## config.mk

```make
export PLATFORM = sky130hd
export DESIGN_NAME = btb_tagged_predictor
export DESIGN_NICKNAME = d
export VERILOG_FILES = /design/src/rtl/btb_pkg.sv /design/src/rtl/btb_sat_ctr.sv /design/src/rtl/btb_tagged_predictor.sv
export SDC_FILE = /design/constraint.sdc
export NUM_CORES = 2
export LEC_CHECK = 0
export ABC_AREA = 1
export ABC_CLOCK_PERIOD_IN_PS = 4800
export BUFFER_PORTS_ARGS = -buffer_cell sky130_fd_sc_hd__buf_4
export CAP_MARGIN = 20
export CORE_UTILIZATION = 35
export CTS_BUF_LIST = sky130_fd_sc_hd__clkbuf_4
export DETAILED_ROUTE_END_ITERATION = 8
export PLACE_DENSITY_LB_ADDON = 0.1
export SLEW_MARGIN = 5
export SYNTH_ARGS = -nofsm -noshare
export SYNTH_HDL_FRONTEND = slang
export SYNTH_SLANG_ARGS = --single-unit
```

## constraint.sdc

```tcl
create_clock -name CLK -period 4.8 [get_ports CLK]
set_input_delay 0.72 -clock CLK [delete_from_list [all_inputs] [get_ports CLK]]
set_output_delay 0.72 -clock CLK [all_outputs]
set_load 0.005 [all_outputs]
```

## src/rtl/btb_pkg.sv

```systemverilog
// -----------------------------------------------------------------------------
// btb_pkg
// Shared definitions for the tagged branch target buffer:
//   - 2-bit saturating counter encodings (strongly/weakly not-taken/taken)
//   - RV32 control-transfer opcodes used by the decoder to form upd_is_ctrl
//   - per-entry control fields (valid + counter). These are the only entry
//     fields that reset touches. Tag and target are added in the top module
//     because their widths depend on its parameters.
// -----------------------------------------------------------------------------
package btb_pkg;

  localparam logic [1:0] CTR_SNT = 2'b00;
  localparam logic [1:0] CTR_WNT = 2'b01;
  localparam logic [1:0] CTR_WT  = 2'b10;
  localparam logic [1:0] CTR_ST  = 2'b11;

  localparam logic [6:0] OP_BRANCH = 7'b1100011;
  localparam logic [6:0] OP_JAL    = 7'b1101111;
  localparam logic [6:0] OP_JALR   = 7'b1100111;

  typedef struct packed {
    logic       valid;
    logic [1:0] ctr;
  } btb_ctl_t;

endpackage

```

## src/rtl/btb_sat_ctr.sv

```systemverilog
// -----------------------------------------------------------------------------
// btb_sat_ctr
// Combinational next-state function of a 2-bit saturating direction counter.
// Ports:
//   ctr      in  2  current counter value
//   taken    in  1  resolved direction
//   ctr_next out 2  counter +1 on taken (holds at 11), -1 on not-taken
//                   (holds at 00)
// -----------------------------------------------------------------------------
module btb_sat_ctr
  import btb_pkg::*;
(
  input  logic [1:0] ctr,
  input  logic       taken,
  output logic [1:0] ctr_next
);

  always_comb begin
    ctr_next = ctr;
    if (taken) begin
      if (ctr != CTR_ST) ctr_next = ctr + 2'd1;
    end else begin
      if (ctr != CTR_SNT) ctr_next = ctr - 2'd1;
    end
  end

endmodule

```

## src/rtl/btb_tagged_predictor.sv

```systemverilog
// -----------------------------------------------------------------------------
// btb_tagged_predictor
// Direct-mapped, tagged branch target buffer with per-entry 2-bit saturating
// counters. The fetch side does a combinational lookup and produces the next
// fetch PC. The EX side detects mispredictions, drives a redirect PC, and
// updates the table on the rising clock edge.
//
// Parameters: PC_W (PC width, arithmetic wraps mod 2^PC_W), ENTRIES (power of
// two). IDX_W and TAG_W are derived.
//
// Ports:
//   CLK, RST          clock (posedge) and synchronous active-high reset
//   pc                fetch PC to look up
//   pred_taken        hit and counter predicts taken
//   pred_target       target of the hit entry, 0 on miss
//   next_pc           redirect_pc on mispredict, else predicted target or pc+4
//   upd_valid         EX instruction valid and not stalled
//   upd_pc            PC of the EX instruction
//   upd_is_ctrl       EX instruction is a branch/JAL/JALR
//   upd_taken         resolved direction
//   upd_target        resolved target
//   upd_pred_taken    prediction carried with the instruction
//   upd_pred_target   predicted target carried with the instruction
//   mispredict        redirect request
//   redirect_pc       corrected PC (always driven)
//
// Optional build macro BTB_STATS_EN adds saturating 32-bit counters
// stat_ctrl (control instructions resolved) and stat_mispred (mispredicts).
// -----------------------------------------------------------------------------
module btb_tagged_predictor
  import btb_pkg::*;
#(
  parameter int PC_W    = 12,
  parameter int ENTRIES = 64
) (
  input  logic            CLK,
  input  logic            RST,
  input  logic [PC_W-1:0] pc,
  output logic            pred_taken,
  output logic [PC_W-1:0] pred_target,
  output logic [PC_W-1:0] next_pc,
  input  logic            upd_valid,
  input  logic [PC_W-1:0] upd_pc,
  input  logic            upd_is_ctrl,
  input  logic            upd_taken,
  input  logic [PC_W-1:0] upd_target,
  input  logic            upd_pred_taken,
  input  logic [PC_W-1:0] upd_pred_target,
  output logic            mispredict,
  output logic [PC_W-1:0] redirect_pc
`ifdef BTB_STATS_EN
  ,
  output logic [31:0]     stat_ctrl,
  output logic [31:0]     stat_mispred
`endif
);

  localparam int IDX_W = $clog2(ENTRIES);
  localparam int TAG_W = PC_W - IDX_W - 2;
  localparam logic [PC_W-1:0] PC_INC = PC_W'(4);

  typedef struct packed {
    btb_ctl_t          ctl;
    logic [TAG_W-1:0]  tag;
    logic [PC_W-1:0]   target;
  } btb_entry_t;

  btb_entry_t table_q [ENTRIES];

  // Fetch-side lookup. The table read is the registered state, so an update
  // landing on the same index this cycle is not visible until the next one.
  logic [IDX_W-1:0] l_idx;
  logic [TAG_W-1:0] l_tag;
  logic             l_hit;

  assign l_idx = pc[IDX_W+1:2];
  assign l_tag = pc[PC_W-1:IDX_W+2];
  // Gating with RST makes the table look cold for the whole reset cycle.
  assign l_hit = !RST && table_q[l_idx].ctl.valid && (table_q[l_idx].tag == l_tag);

  assign pred_taken  = l_hit && table_q[l_idx].ctl.ctr[1];
  assign pred_target = l_hit ? table_q[l_idx].target : '0;

  // EX-side resolution.
  logic ctrl_taken;
  logic dir_wrong;
  logic tgt_wrong;
  logic stale_hit;

  assign ctrl_taken = upd_is_ctrl && upd_taken;
  assign dir_wrong  = upd_is_ctrl && (upd_taken != upd_pred_taken);
  assign tgt_wrong  = ctrl_taken && upd_pred_taken && (upd_target != upd_pred_target);
  // A non-control instruction that was predicted taken hit an aliased or
  // stale entry; it must fall through and the entry is dropped.
  assign stale_hit  = !upd_is_ctrl && upd_pred_taken;

  assign mispredict  = !RST && upd_valid && (dir_wrong || tgt_wrong || stale_hit);
  assign redirect_pc = ctrl_taken ? upd_target : upd_pc + PC_INC;
  assign next_pc     = mispredict ? redirect_pc :
                       (pred_taken ? pred_target : pc + PC_INC);

  // Update path.
  logic [IDX_W-1:0] u_idx;
  logic [TAG_W-1:0] u_tag;
  logic             u_hit;
  logic [1:0]       ctr_next;

  assign u_idx = upd_pc[IDX_W+1:2];
  assign u_tag = upd_pc[PC_W-1:IDX_W+2];
  assign u_hit = table_q[u_idx].ctl.valid && (table_q[u_idx].tag == u_tag);

  btb_sat_ctr u_sat_ctr (
    .ctr      (table_q[u_idx].ctl.ctr),
    .taken    (upd_taken),
    .ctr_next (ctr_next)
  );

  // Table write stage: only valid/ctr are reset; tag/target are don't-care
  // while the entry is invalid.
  always_ff @(posedge CLK) begin
    if (RST) begin
      for (int i = 0; i < ENTRIES; i++) begin
        table_q[i].ctl.valid <= 1'b0;
        table_q[i].ctl.ctr   <= CTR_WNT;
      end
    end else if (upd_valid) begin
      if (upd_is_ctrl) begin
        if (u_hit) begin
          table_q[u_idx].ctl.ctr <= ctr_next;
          if (upd_taken) table_q[u_idx].target <= upd_target;
        end else if (upd_taken) begin
          // Allocate-on-taken, evicting whatever alias occupied the slot.
          table_q[u_idx].ctl.valid <= 1'b1;
          table_q[u_idx].ctl.ctr   <= CTR_WT;
          table_q[u_idx].tag       <= u_tag;
          table_q[u_idx].target    <= upd_target;
        end
      end else if (u_hit) begin
        table_q[u_idx].ctl.valid <= 1'b0;
      end
    end
  end

`ifdef BTB_STATS_EN
  // Statistics stage: saturating event counters.
  always_ff @(posedge CLK) begin
    if (RST) begin
      stat_ctrl    <= '0;
      stat_mispred <= '0;
    end else begin
      if (upd_valid && upd_is_ctrl && (stat_ctrl != 32'hFFFF_FFFF))
        stat_ctrl <= stat_ctrl + 32'd1;
      if (mispredict && (stat_mispred != 32'hFFFF_FFFF))
        stat_mispred <= stat_mispred + 32'd1;
    end
  end
`endif

endmodule

```

==> impl_metrics.toml <==
[layout]
largest_register_ffs = 1216
largest_registers = "table_q: 1216 flops"
mostFrequentLayoutCell = "nand2_1"
final_nets = 5973
multi_input_area_um2 = 17100
fill_cells = 15800
drive_above_1_share_pct = 17.0
syn_to_final_growth_pct = 16.3
final_cell_mix = "nand2_1 (1815), edfxtp_1 (1216), clkbuf_4 (502)"
regArea_um2 = 36500
top_register = "table_q"

[setup_path]
reg2reg_slack_ns = 1.20
path_class = "primary input to output port"
rr_worst_depth = 20
slowest_delay_ns = 0.60
crit_chain = "buf_8 -> inv_8 -> buf_12 -> buf_12 -> a21oi_1 -> o311ai_0 -> buf_4 -> o2111ai_1 -> nand3_1 -> nand3_1 -> nand3_1 -> nand3_1 -> nand2_1 -> buf_4"
crit_path_start_kind = "primary input"
path_common_cell = "nand3_1"
slowest_stage = "o311ai_0"
path_max_fanout = 47
cp.depth = 14
r2r_end = "table_q[15][16]"
worstSetupEndpointType = "output port"
reg2reg_from = "table_q[23][13]"
path_delay_family = "buffers and inverters"
cp.arrival_ns = 3.88
worstPathRequired_ns = 4.08
endpoint = "next_pc[7]"
crit_buf_inv = 6
crit_start = "pc[2]"

[synthesis]
postSynthAreaPerCell_um2 = 10.1
async_flop_share_pct = 0
synth-main-ff-cell = "edfxtp_1"
synth_area_um2 = 56200
syn-num-nets = 5605
yosys_warnings = 0
ys_types = 41
synth_cells = 5549
synth_edf_count = 1216
ys_ff_latch = 1216
ys_seq_area_share_pct = 65.0

[global_route]
grt.total_usage_pct = 26.2
grt_overflow = 0
grt_pass1_wl_um = 307000
grt_pass1_vias = 42900
antenna_found_initial = 14
grt_max_degree = 133

[detailed_routing]
totalWireLength_um = 215000
dr.pass1.iters = 5
drt-initial-drc-count = 4467
drc_errors = 0
wl_per_cell_um = 26.3
ant_nets = 0
vias = 44700
viasPerCell = 5.45

[sta]
fin_setup_tns_ns = 0
hold_ws_ns = 0.166
slew_violations = 0
rsz0062_at_grt = "no"
hold_viol = 0
worst_pin_slew_ns = 0.875
clock.fmax_ghz = 0.217
setup_ws_ns = 0.198
final-setup-viol-count = 0
final.min_clock_period_ns = 4.60
relSlewSlack_pct = 41.7
post-route-period-util_pct = 95.9
finClkSkew_ns = 0.142

[floorplanning]
die_w_um = 403
start_util_pct = 35.3
ios = 92
fp.dieArea_um2 = 162000
fp-row-count = 146
dieHeight_um = 403
core_area_um2 = 159000

[clock_network]
cts.sinks = 1216
clk-insertion-delay-late_ns = 1.36
clk_pin_slew_ns = 0.07
numCtsBuffers = 353
htreeDepth = 5
cts_tree = "done"
cts_buffer_depth = 4
root_buffer = "clkbuf_4"

[power_and_ir_drop]
power.leakage_nw = 25.2
peakVddDrop_uv = 184
power.density_nw_per_um2 = 359
fin_total_pwr_mw = 23.4

[hold_path]
hold_class = "primary input to register"
hold_path.startpoint = "upd_is_ctrl"

[placement]
dp_slack_ns = 0.252
gp_congestion = 0.918
dp.final_hpwl_um = 141000
io_buffers = 91

[run]
maxCapViolCount = 0

[outcome]
outcome = "finished, final reports clean"
cells in the mapped netlist (71+ instances only):
library cell	n	area share (%)
edfxtp_1	1216	65
o211ai_1	97	1.3
a22oi_1	109	1.5
inv_1	311	2.1
clkbuf_1	172	1.1
buf_2	164	1.5
o21ai_0	247	2.2
nand2_1	1822	12
a21oi_1	410	3.7
nand3_1	207	1.8
nor3_1	71	0.63
nor2_1	372	2.5
worst register-to-register path: cells and delay by family, from the launching register on:
kind	cells	cell delay [ns]
AO/OA/AOI/OAI	1	0.15
AND/OR/NAND/NOR	17	1.91
flip-flops	1	0.41
buffers and inverters	2	0.82
logic make-up after synthesis:
logic type | Yosys count | share of synthesized area, %
buf+inv | 719 | 5.29
compound gates | 1069 | 11.6
simple gates | 2526 | 17.8
xor+xnor | 17 | 0.265
flops | 1216 | 65.0
fa+ha+maj | 2 | 0.0445
report_power, final:
| part | total, mW | internal, mW | switching (mW) |
|---|---|---|---|
| Clock | 9.40 | 4.94 | 4.46 |
| Sequential | 11.7 | 11.7 | 0.0212 |
| Combinational | 2.29 | 0.614 | 1.68 |
| Total | 23.4 | 17.3 | 6.16 |
worst min-delay path by stage:
stage	end	depth (start not counted)	slack [ns]
after floorplan	table_q[0][0]	0	0.82
after CTS	table_q[53][16]	5	0.008
after detailed placement	table_q[11][13]	1	1.08
after global placement	table_q[11][13]	1	1.08
final	table_q[53][16]	5	0.17
after global routing	table_q[54][16]	5	0.09
area by class of cell:
type / count / area share [%]
sequential: 1216 / 55.9
inverter: 326 / 1.91
antenna: 6 / 0.0230
timing repair buffer: 406 / 5.69
clock inverter: 59 / 0.513
tap: 2072 / 3.97
clock buffer: 502 / 5.77
multi-input combinational: 3614 / 26.2
per-layer routing:
| metal | wire, um | vias up | GRT usage [%] |
|---|---|---|---|
| li1 | - | 20300 | - |
| met1 | 94700 | 22100 | 36.9 |
| met2 | 97500 | 1990 | 40.5 |
| met3 | 17100 | 323 | 5.16 |
| met4 | 6060 | 8 | 8.90 |
| met5 | 50 | - | 0 |
what timing repair did:
action | 4_1_cts | 5_1_grt
setup endpoints to repair | 15 | 24
endpoints found under the hold margin | 334 | 0
gates resized for setup | 6 | 18
hold buffers | 20 | 0
pin swaps | 1 | 2
buffers inserted | 0 | 3
metrics by stage:
stage / std cells / cell area (um2) / util, %
after floorplan: 5549 / 56200 / -
after global placement: 7610 / 60900 / 38.3
after detailed placement: 7611 / 60900 / 38.3
after CTS: 8192 / 65200 / 41.0
after global routing: 8199 / 65300 / 41.1
final: 8201 / 65300 / 41.1
No activity file was read; power rests on OpenSTA's default activity.
